**src/rtl/nmr_seq_pkg.sv**
```systemverilog
// -----------------------------------------------------------------------------
// nmr_seq_pkg
// Shared definitions for the NMR multi-scan sequencer.
//   seq_state_t         one-hot sequencer state encoding
//   STATE_W             width of the state vector
//   ACK_TIMEOUT_DEFAULT default cycles to wait for the pulse program to ack
//   cnt_width()         counter width able to hold values 0..max_val
// -----------------------------------------------------------------------------
package nmr_seq_pkg;

    localparam int STATE_W = 6;

    typedef enum logic [STATE_W-1:0] {
        S_IDLE     = 6'b000001,
        S_LAUNCH   = 6'b000010,
        S_WAIT_END = 6'b000100,
        S_REPT_DLY = 6'b001000,
        S_DRAIN    = 6'b010000,
        S_FINISH   = 6'b100000
    } seq_state_t;

    localparam int ACK_TIMEOUT_DEFAULT = 1024;

    // Width of a counter that must reach max_val; never less than one bit.
    function automatic int cnt_width(input int max_val);
        if (max_val < 2) begin
            return 1;
        end
        return $clog2(max_val + 1);
    endfunction

endpackage

```
**src/rtl/nmr_rept_delay_timer.sv**
```systemverilog
// -----------------------------------------------------------------------------
// nmr_rept_delay_timer
// Down-counter that times the idle gap between two scans.
//   CLK, RESET  clock and asynchronous active-high reset
//   load        loads 'value' into the counter (value must be non-zero)
//   value       number of cycles to time
//   expire      high for exactly one cycle: the last cycle of the interval
// With load on edge E, expire is high during the cycle before edge E+value,
// so a consumer that leaves its waiting state on the expire edge spends
// exactly 'value' cycles waiting.
// -----------------------------------------------------------------------------
module nmr_rept_delay_timer #(
    parameter int WIDTH = 32
) (
    input  logic             CLK,
    input  logic             RESET,
    input  logic             load,
    input  logic [WIDTH-1:0] value,
    output logic             expire
);

    logic [WIDTH-1:0] remaining;

    always_ff @(posedge CLK or posedge RESET) begin
        if (RESET) begin
            remaining <= '0;
        end else if (load) begin
            remaining <= value;
        end else if (remaining != '0) begin
            remaining <= remaining - WIDTH'(1);
        end
    end

    assign expire = (remaining == WIDTH'(1));

endmodule

```
**src/rtl/nmr_scan_sequencer.sv**
```systemverilog
// -----------------------------------------------------------------------------
// nmr_scan_sequencer
// Runs NUM_SCANS back-to-back pulse-program scans, separated by REPT_DELAY
// idle cycles, with optional per-scan phase cycling.
//   CLK, RESET   clock and asynchronous active-high reset
//   START        level, sampled only in IDLE to begin a run
//   ABORT        level, ends the run early and sets ERR
//   NUM_SCANS    scans per run (0 gives an immediate DONE, no run)
//   REPT_DELAY   idle cycles between the end of one scan and the next launch
//   PHCYC_EN     toggle PHASE_CYC after every completed, non-final scan
//   PP_FSMSTAT   pulse-program busy flag
//   PP_START     pulse-program start request
//   PHASE_CYC    phase-cycling select
//   SCAN_IDX     number of completed scans in the current/last run
//   BUSY         high from run accept through the FINISH cycle
//   SCAN_DONE    one-cycle pulse per completed scan
//   DONE         one-cycle pulse at the end of a run (or a zero-count START)
//   ERR          sticky: ack timeout or abort; cleared by the next accepted START
//   DBG_STATE    current sequencer state
//
// Pulse-program handshake: PP_START is raised one cycle after LAUNCH is
// entered and held until PP_FSMSTAT is seen high (the ack), which drops
// PP_START and moves to WAIT_END. The scan ends when PP_FSMSTAT falls. No
// ack within ACK_TIMEOUT LAUNCH cycles is an error that ends the run.
// -----------------------------------------------------------------------------
module nmr_scan_sequencer
    import nmr_seq_pkg::*;
#(
    parameter int SCAN_CNT_WIDTH   = 16,
    parameter int REPT_DELAY_WIDTH = 32,
    parameter int ACK_TIMEOUT      = ACK_TIMEOUT_DEFAULT
) (
    input  logic                        CLK,
    input  logic                        RESET,
    input  logic                        START,
    input  logic                        ABORT,
    input  logic [SCAN_CNT_WIDTH-1:0]   NUM_SCANS,
    input  logic [REPT_DELAY_WIDTH-1:0] REPT_DELAY,
    input  logic                        PHCYC_EN,
    input  logic                        PP_FSMSTAT,
    output logic                        PP_START,
    output logic                        PHASE_CYC,
    output logic [SCAN_CNT_WIDTH-1:0]   SCAN_IDX,
    output logic                        BUSY,
    output logic                        SCAN_DONE,
    output logic                        DONE,
    output logic                        ERR,
    output seq_state_t                  DBG_STATE
);

    localparam int               ACK_W    = cnt_width(ACK_TIMEOUT);
    localparam logic [ACK_W-1:0] ACK_LAST = ACK_W'(ACK_TIMEOUT - 1);

    seq_state_t                  state;
    logic [SCAN_CNT_WIDTH-1:0]   num_lat;
    logic [REPT_DELAY_WIDTH-1:0] rept_lat;
    logic                        phcyc_lat;
    logic [ACK_W-1:0]            ack_cnt;

    logic [SCAN_CNT_WIDTH-1:0]   next_idx;
    logic                        scan_end;
    logic                        last_scan;
    logic                        abort_now;
    logic                        tmr_load;
    logic                        tmr_expire;

    assign next_idx  = SCAN_IDX + SCAN_CNT_WIDTH'(1);
    assign scan_end  = (state == S_WAIT_END) && !ABORT && !PP_FSMSTAT;
    // Full-width compare: a run of 2^W-1 scans ends before SCAN_IDX can wrap.
    assign last_scan = (next_idx == num_lat);
    // DRAIN and FINISH are already on the way out, so ABORT only acts
    // in the three states of an active scan.
    assign abort_now = ABORT && ((state == S_LAUNCH) ||
                                 (state == S_WAIT_END) ||
                                 (state == S_REPT_DLY));
    assign tmr_load  = scan_end && !last_scan && (rept_lat != '0);

    nmr_rept_delay_timer #(
        .WIDTH (REPT_DELAY_WIDTH)
    ) u_rept_timer (
        .CLK    (CLK),
        .RESET  (RESET),
        .load   (tmr_load),
        .value  (rept_lat),
        .expire (tmr_expire)
    );

    always_ff @(posedge CLK or posedge RESET) begin
        if (RESET) begin
            state     <= S_IDLE;
            num_lat   <= '0;
            rept_lat  <= '0;
            phcyc_lat <= 1'b0;
            ack_cnt   <= '0;
            PP_START  <= 1'b0;
            PHASE_CYC <= 1'b0;
            SCAN_IDX  <= '0;
            BUSY      <= 1'b0;
            SCAN_DONE <= 1'b0;
            DONE      <= 1'b0;
            ERR       <= 1'b0;
        end else begin
            SCAN_DONE <= 1'b0;
            DONE      <= 1'b0;

            if (abort_now) begin
                PP_START <= 1'b0;
                ERR      <= 1'b1;
                state    <= PP_FSMSTAT ? S_DRAIN : S_FINISH;
            end else begin
                case (state)
                    S_IDLE: begin
                        if (START && !ABORT) begin
                            if (NUM_SCANS == '0) begin
                                DONE <= 1'b1;
                            end else begin
                                num_lat   <= NUM_SCANS;
                                rept_lat  <= REPT_DELAY;
                                phcyc_lat <= PHCYC_EN;
                                SCAN_IDX  <= '0;
                                PHASE_CYC <= 1'b0;
                                ERR       <= 1'b0;
                                BUSY      <= 1'b1;
                                ack_cnt   <= '0;
                                state     <= S_LAUNCH;
                            end
                        end
                    end

                    S_LAUNCH: begin
                        if (PP_FSMSTAT) begin
                            PP_START <= 1'b0;
                            state    <= S_WAIT_END;
                        end else if (ack_cnt == ACK_LAST) begin
                            ERR      <= 1'b1;
                            PP_START <= 1'b0;
                            state    <= S_FINISH;
                        end else begin
                            ack_cnt  <= ack_cnt + ACK_W'(1);
                            PP_START <= 1'b1;
                        end
                    end

                    S_WAIT_END: begin
                        if (scan_end) begin
                            SCAN_DONE <= 1'b1;
                            SCAN_IDX  <= next_idx;
                            if (last_scan) begin
                                state <= S_FINISH;
                            end else begin
                                // Phase only moves here, when the pulse
                                // program has just gone idle.
                                if (phcyc_lat) begin
                                    PHASE_CYC <= ~PHASE_CYC;
                                end
                                ack_cnt <= '0;
                                state   <= (rept_lat == '0) ? S_LAUNCH : S_REPT_DLY;
                            end
                        end
                    end

                    S_REPT_DLY: begin
                        if (tmr_expire) begin
                            ack_cnt <= '0;
                            state   <= S_LAUNCH;
                        end
                    end

                    S_DRAIN: begin
                        if (!PP_FSMSTAT) begin
                            state <= S_FINISH;
                        end
                    end

                    S_FINISH: begin
                        DONE  <= 1'b1;
                        BUSY  <= 1'b0;
                        state <= S_IDLE;
                    end

                    default: begin
                        PP_START <= 1'b0;
                        BUSY     <= 1'b0;
                        state    <= S_IDLE;
                    end
                endcase
            end
        end
    end

    assign DBG_STATE = state;

endmodule

```
**config.mk**
```make
export PLATFORM = sky130hd
export DESIGN_NAME = nmr_scan_sequencer
export DESIGN_NICKNAME = d
export VERILOG_FILES = /design/src/rtl/nmr_seq_pkg.sv /design/src/rtl/nmr_rept_delay_timer.sv /design/src/rtl/nmr_scan_sequencer.sv
export SDC_FILE = /design/constraint.sdc
export NUM_CORES = 1
export LEC_CHECK = 0
export CORE_MARGIN = 3
export CORE_UTILIZATION = 56
export CTS_CLUSTER_DIAMETER = 30
export DETAILED_ROUTE_END_ITERATION = 16
export HOLD_SLACK_MARGIN = 0.03
export PLACE_DENSITY_LB_ADDON = 0.1
export REMOVE_ABC_BUFFERS = 1
export SETUP_SLACK_MARGIN = 0.1
export SLEW_MARGIN = 20
export SYNTH_ARGS = -nofsm -noshare
export SYNTH_HDL_FRONTEND = slang
export SYNTH_SLANG_ARGS = --single-unit
```
**constraint.sdc**
```tcl
create_clock -name CLK -period 4.7 [get_ports CLK]
set_clock_uncertainty 0.15 [all_clocks]
set_input_delay 0.94 -clock CLK [delete_from_list [all_inputs] [get_ports CLK]]
set_output_delay 0.94 -clock CLK [all_outputs]
set_load 0.02 [all_outputs]
```
# ---- After elaboration in Yosys (flattened, before gate mapping)
# Index checks and enable logic that the tools add are counted.
# Widths: inputs -> output; s select.
dict set report word_totals {
  reg_bits 120
  input_bits 54
  output_inout_bits 28
  wordCells 124
}
dict set report classes {
  add_sub_neg 3
  eq_ne 26
  mux 50
  n_bitwise 4
  reduce_logical 28
}
# operator n
set ops {}
lappend ops {{$mux 11} 7}
lappend ops {{$mux 32} 2}
lappend ops {{$reduce_bool 32->1} 2}
lappend ops {{$mux 6} 10}
lappend ops {{$mux 16} 3}
lappend ops {{$pmux 11 s4} 1}
lappend ops {{$eq 32x1->1 const B} 1}
lappend ops {{$logic_not 32->1} 1}
lappend ops {{$pmux 16 s2} 1}
lappend ops {{$sub 32x1->32 const B} 1}
lappend ops {{$pmux 6 s5} 1}
lappend ops {{$mux 1} 19}
lappend ops {{$ne 3x3->1 const B} 6}
lappend ops {{$add 16x1->16 const B} 1}
lappend ops {{$eq 16x16->1} 1}
lappend ops {{$logic_not 16->1} 1}
lappend ops {{$ne 2x2->1 const B} 8}
lappend ops {{$add 11x1->11 const B} 1}
lappend ops {{$eq 11x10->1 const B} 1}
lappend ops {{$pmux 1 s2} 5}
lappend ops {{$reduce_and 5->1} 2}
lappend ops {{$reduce_and 9->1} 1}
lappend ops {{$reduce_and 4->1} 2}
lappend ops {{$reduce_and 7->1} 1}
lappend ops {{other kinds (20)} 32}

# ---- Longest topological paths before layout
dict set report logic_depth {
  ltp_word 6
  mapped_depth 10
  depth_no_buf 8
}

# ---- Hierarchy
# Synthesis repeated with hierarchy kept, for this count alone.
dict set report unflattened {
  hier_cells 669
  hier_area_um2 6885.4
}
# module instances cells_per_inst area_each_um2 seq_area_each_um2
set modules_own_cells {}
lappend modules_own_cells {nmr_scan_sequencer 1 469 4951.0 2203.4}
lappend modules_own_cells {nmr_rept_delay_timer 1 200 1934.4 800.8}

# ---- Least setup slack after synthesis
# OpenSTA, ideal clock, no wires.
dict set report synth_timing {
  path_type {reg-to-reg}
  from {reg SCAN_IDX[0]}
  to {reg u_rept_timer.remaining[11]}
  t_arrival_ps 2659
  required_ps 4425
  setup_slack_ps 1766
  path_stages_with_launch 10
  n_path_buf 1
  path_cell_list {dfrtp_1 ha_1 nand3_1 nor4_2 xnor2_1 nor4_2 o2111ai_2 nor3b_2 buf_4 mux2_2}
}
dict set report synth_via {
  elab_chain_len 6
  word_cells_on_any_way 7
}
# element line
set synth_rtl {}
lappend synth_rtl {{start: declaration} nmr_scan_sequencer.sv:43} ;# output logic [SCAN_CNT_WIDTH-1:0] SCAN_IDX,
lappend synth_rtl {{start signal: assignment} nmr_scan_sequencer.sv:147} ;# SCAN_IDX <= next_idx;
lappend synth_rtl {{$add 16x1->16 *} nmr_scan_sequencer.sv:67} ;# assign next_idx = SCAN_IDX + SCAN_CNT_WIDTH'(1);
lappend synth_rtl {{$eq 16x16->1 *} nmr_scan_sequencer.sv:70} ;# assign last_scan = (next_idx == num_lat);
lappend synth_rtl {{$logic_not 1->1 *} nmr_scan_sequencer.sv:76} ;# assign tmr_load = scan_end && !last_scan && (rept_lat != '0);
lappend synth_rtl {{$logic_and 1x1->1 * (2 in series)} nmr_scan_sequencer.sv:76}
lappend synth_rtl {{$mux 32 / $reduce_bool 2->1 (equally long branches)} n/a}
lappend synth_rtl {{end signal: assignment} nmr_rept_delay_timer.sv:28} ;# remaining <= value;
lappend synth_rtl {{end signal: assignment} nmr_rept_delay_timer.sv:30} ;# remaining <= remaining - WIDTH'(1);
lappend synth_rtl {{end: declaration} nmr_rept_delay_timer.sv:22} ;# logic [WIDTH-1:0] remaining;
# Every way passes the cells marked *; elsewhere a longest branch is shown, timed or not.
# A chain may end at the register's enable or synchronous reset.

# ---- Worst setup path after layout
dict set report layout_timing {
  from {reg SCAN_IDX[0]}
  to {reg ack_cnt[1]}
}
dict set report layout_via {
  elab_chain_len 4
}
# element line
set layout_rtl {}
lappend layout_rtl {{$add 16x1->16} nmr_scan_sequencer.sv:67}
lappend layout_rtl {{$eq 16x16->1} nmr_scan_sequencer.sv:70}
lappend layout_rtl {{$ne 2x2->1 (no source line)} n/a}
lappend layout_rtl {{$reduce_and 9->1 (no source line)} n/a}
lappend layout_rtl {{end signal: assignment} nmr_scan_sequencer.sv:139} ;# ack_cnt <= ack_cnt + ACK_W'(1);
lappend layout_rtl {{end: declaration} nmr_scan_sequencer.sv:58} ;# logic [ACK_W-1:0] ack_cnt;
# No other way between the ends.

==> results.tsv <==
stage	metric	value	unit
logic_synthesis	syn_area_per_cell	10.1	sq um
cts	cts.clk_slew.worst_paths	0.06	ns
hold_path	holdCritPathClass	reg -> reg	
cells_and_area	final_common_cell	dfrtp_1	
setup_path	cp_common_cell	nor4_2	
cells_and_area	n_fill_cell	875	
setup_path	cp-end-kind	flop	
timing	maxClockFrequency	273	MHz
logic_synthesis	yosysWarnings	0	
cells_and_area	insertedDiodeCount	0	
die	die_h	115	um
route	dr_wl_met3	822	um
route	wl	15.5	mm
run	max_cap_violations	0	
cts	clock-root-buffer	clkbuf_16	
setup_path	path_cells	ha_1 > nand3_1 > nor4_2 > xnor2_1 > nor4_2 > o2111ai_2 > o211ai_1 > mux2i_1	
logic_synthesis	synth.largest_area_cell	dfrtp_1	
logic_synthesis	synth.distinct_cells	65	
logic_synthesis	ys_top_cells_by_area	dfrtp_1 45%, mux2_2 12%, xnor2_1 4.1%	
timing	setup_violations	0	
place	place_inst	852	
setup_path	worst-path-max-fanout	11	
cells_and_area	area_growth	22.6	%
cells_and_area	final_cells	884	
route	wire_per_inst	17.5	um
setup_path	cp_slowest_stage_delay	0.87	ns
die	coreArea	0.0115	sq mm
cts	numCtsBuffers	17	
cts	clock_path_buffers	2	
grt	grt_max_degree	73	
die	rows	39	
timing	drv_slew	0	
place	gp_congestion	0.897	
cells_and_area	final_core_util	70.8	%
place	port_buffers	81	
power_and_ir_drop	p_leak	3.12	nW
logic_synthesis	ys_seq_area_share	45.2	%
setup_path	cp.required	4.89	ns
logic_synthesis	synth.top_cell.area_share	44.8	%
setup_path	cp.arrival	3.86	ns
timing	hold_viol_final	0	
setup_path	startpoint_type	flop	
route	drc_errors	0	
setup_path	cp_top_family	compound AO/OA/AOI/OAI gates	
cts	htreeDepth	4	
route	drt_iter0_markers	429	
setup_path	critPathBufInv	0	
route	met2WireLength	7.60	mm
route	firstDrtPassIters	5	
power_and_ir_drop	p_per_area	481	mW/mm^2
route	viasPerCell	6.03	
setup_path	crit_slowest_cell	o211ai_1	
logic_synthesis	synthCells	657	
logic_synthesis	synth_ff_type	dfrtp_1	
timing	fin_crit_sh	78.1	%
die	die-area	0.0132	sq mm
cts	hold_buffers	0	
grt	antenna_found_initial	1	
route	dr_total_vias	5329	
power_and_ir_drop	peakVddDrop	0.457	mV
cts	cts_tree	yes	
timing	fin_ws	1.03	ns
logic_synthesis	synth.cell_area	0.00665	sq mm
logic_synthesis	synthArstFlopShare	100	%
setup_path	path_class	reg -> reg	
cells_and_area	finalNetCount	786	
run_status	status	finished, final reports clean	
route	top_layer	met5	
cts	clk-insertion-delay-late	0.42	ns
route	antenna_left	0	
grt	grt_pass1_wl	26.1	mm
die	die_w	115	um
cells_and_area	drive_gt1_share	17.3	%
cts	clock_sinks	120	
timing	worst_pin_slew	1.01	ns
place	dp.final_hpwl	10.8	mm
grt	grtUsageTotal	24.9	%
cts	cts_setup_buffers	0	
logic_synthesis	synth_edf_count	0	
grt	grt_pass1_vias	5423	
timing	grt_setup_unrepaired	false	
cells_and_area	layout_common_cells	119 x dfrtp_1, 81 x clkdlybuf4s50_1, 71 x mux2_2	
grt	gr-total-overflow	0	
timing	tns	0	ns
cts	cts_resized	0	
die	start_util	57.8	%
die	ios	82	
logic_synthesis	ys_ff_latch	120	
route	wl_met1	6.76	mm
timing	slew_headroom	32.6	%
timing	min_period	3.67	ns
place	post-place-ws	0.856	ns
flip-flops by register name, summed over array words and instances (netlist names):
| register | count |
|---|---|
| rept_lat | 32 |
| BUSY | 1 |
| phcyc_lat | 1 |
| PP_START | 1 |
| PHASE_CYC | 1 |
| u_rept_timer.remaining | 32 |
| DBG_STATE | 6 |
| SCAN_DONE | 1 |
| ERR | 1 |
| DONE | 1 |
| num_lat | 16 |
| SCAN_IDX | 16 |
| ack_cnt | 11 |
worst paths after layout:
| check | from | endpoint | slack, ns | cells after the start |
|---|---|---|---|---|
| max in group asynchronous | RESET | DBG_STATE[0] | 2.65 | 3 |
| max | SCAN_IDX[0] | ack_cnt[1] | 1.03 | 8 |
| min | ERR | ERR | 0.34 | 1 |
| min reg2reg | ERR | ERR | 0.34 | 1 |
| min in group asynchronous | RESET | u_rept_timer.remaining[26] | 0.92 | 2 |
| max reg2reg | SCAN_IDX[0] | ack_cnt[1] | 1.03 | 8 |
worst register-to-register path, delay by kind of cell (launching register included):
family	cells	cell delay (ns)
compound gates	2	1.12
xor+xnor	1	0.15
fa+ha+maj	1	0.33
flops	1	0.53
mux	1	0.26
simple gates	3	1.04
area by class of cell:
| class | instances | area (sq um) | share of cell area [%] |
|---|---|---|---|
| inverters | 15 | 58.8 | 0.721 |
| clock buffers | 17 | 425 | 5.22 |
| clock inverters | 15 | 191 | 2.35 |
| repair buffers | 88 | 876 | 10.7 |
| well taps | 143 | 179 | 2.19 |
| flip-flops and latches | 120 | 3000 | 36.8 |
| multi-input cells | 486 | 3420 | 41.9 |
synthesized netlist by cell type, types with 10 or more instances:
cell / count
and3_1: 12
o21ai_0: 38
nand2_1: 39
inv_1: 14
nor4_1: 23
nand3_1: 17
nand4_1: 13
mux2_1: 10
dfrtp_1: 119
mux2_2: 71
nor3_1: 17
nor2_1: 70
xnor2_1: 31
xor2_1: 13
clkbuf_1: 20
a21oi_1: 20
per-stage QoR:
step                instance area (sq um)  hold WS [ns]  total power [W]
global placement                     7540         0.317          0.00253
global route                         8150         0.360          0.00413
finish                               8150         0.336          0.00392
floorplan                            6470         0.301          0.00225
CTS                                  8150         0.342          0.00395
detailed placement                   7540         0.329          0.00258
logic make-up after synthesis:
| group | Yosys count | synth area share, % |
|---|---|---|
| compound gates | 106 | 10.2 |
| fa+ha+maj | 4 | 0.752 |
| xor+xnor | 44 | 5.79 |
| simple gates | 248 | 20.4 |
| mux | 84 | 14.2 |
| flops | 120 | 45.2 |
| buf+inv | 51 | 3.54 |
per-layer routing:
layer / GRT usage [%] / up-vias
li1: - / 2528
met1: 32.1 / 2620
met2: 41.0 / 149
met3: 6.26 / 30
met4: 9.08 / 2
met5: 0 / -
where the power goes:
part           switching, W  leakage [nW]  internal (W)
Combinational      0.000423          1.40      0.000509
Clock              0.000508         0.297      0.000844
Sequential         0.000303          1.42       0.00134
Total               0.00123          3.12       0.00269
(Power assumes the default switching activity.)
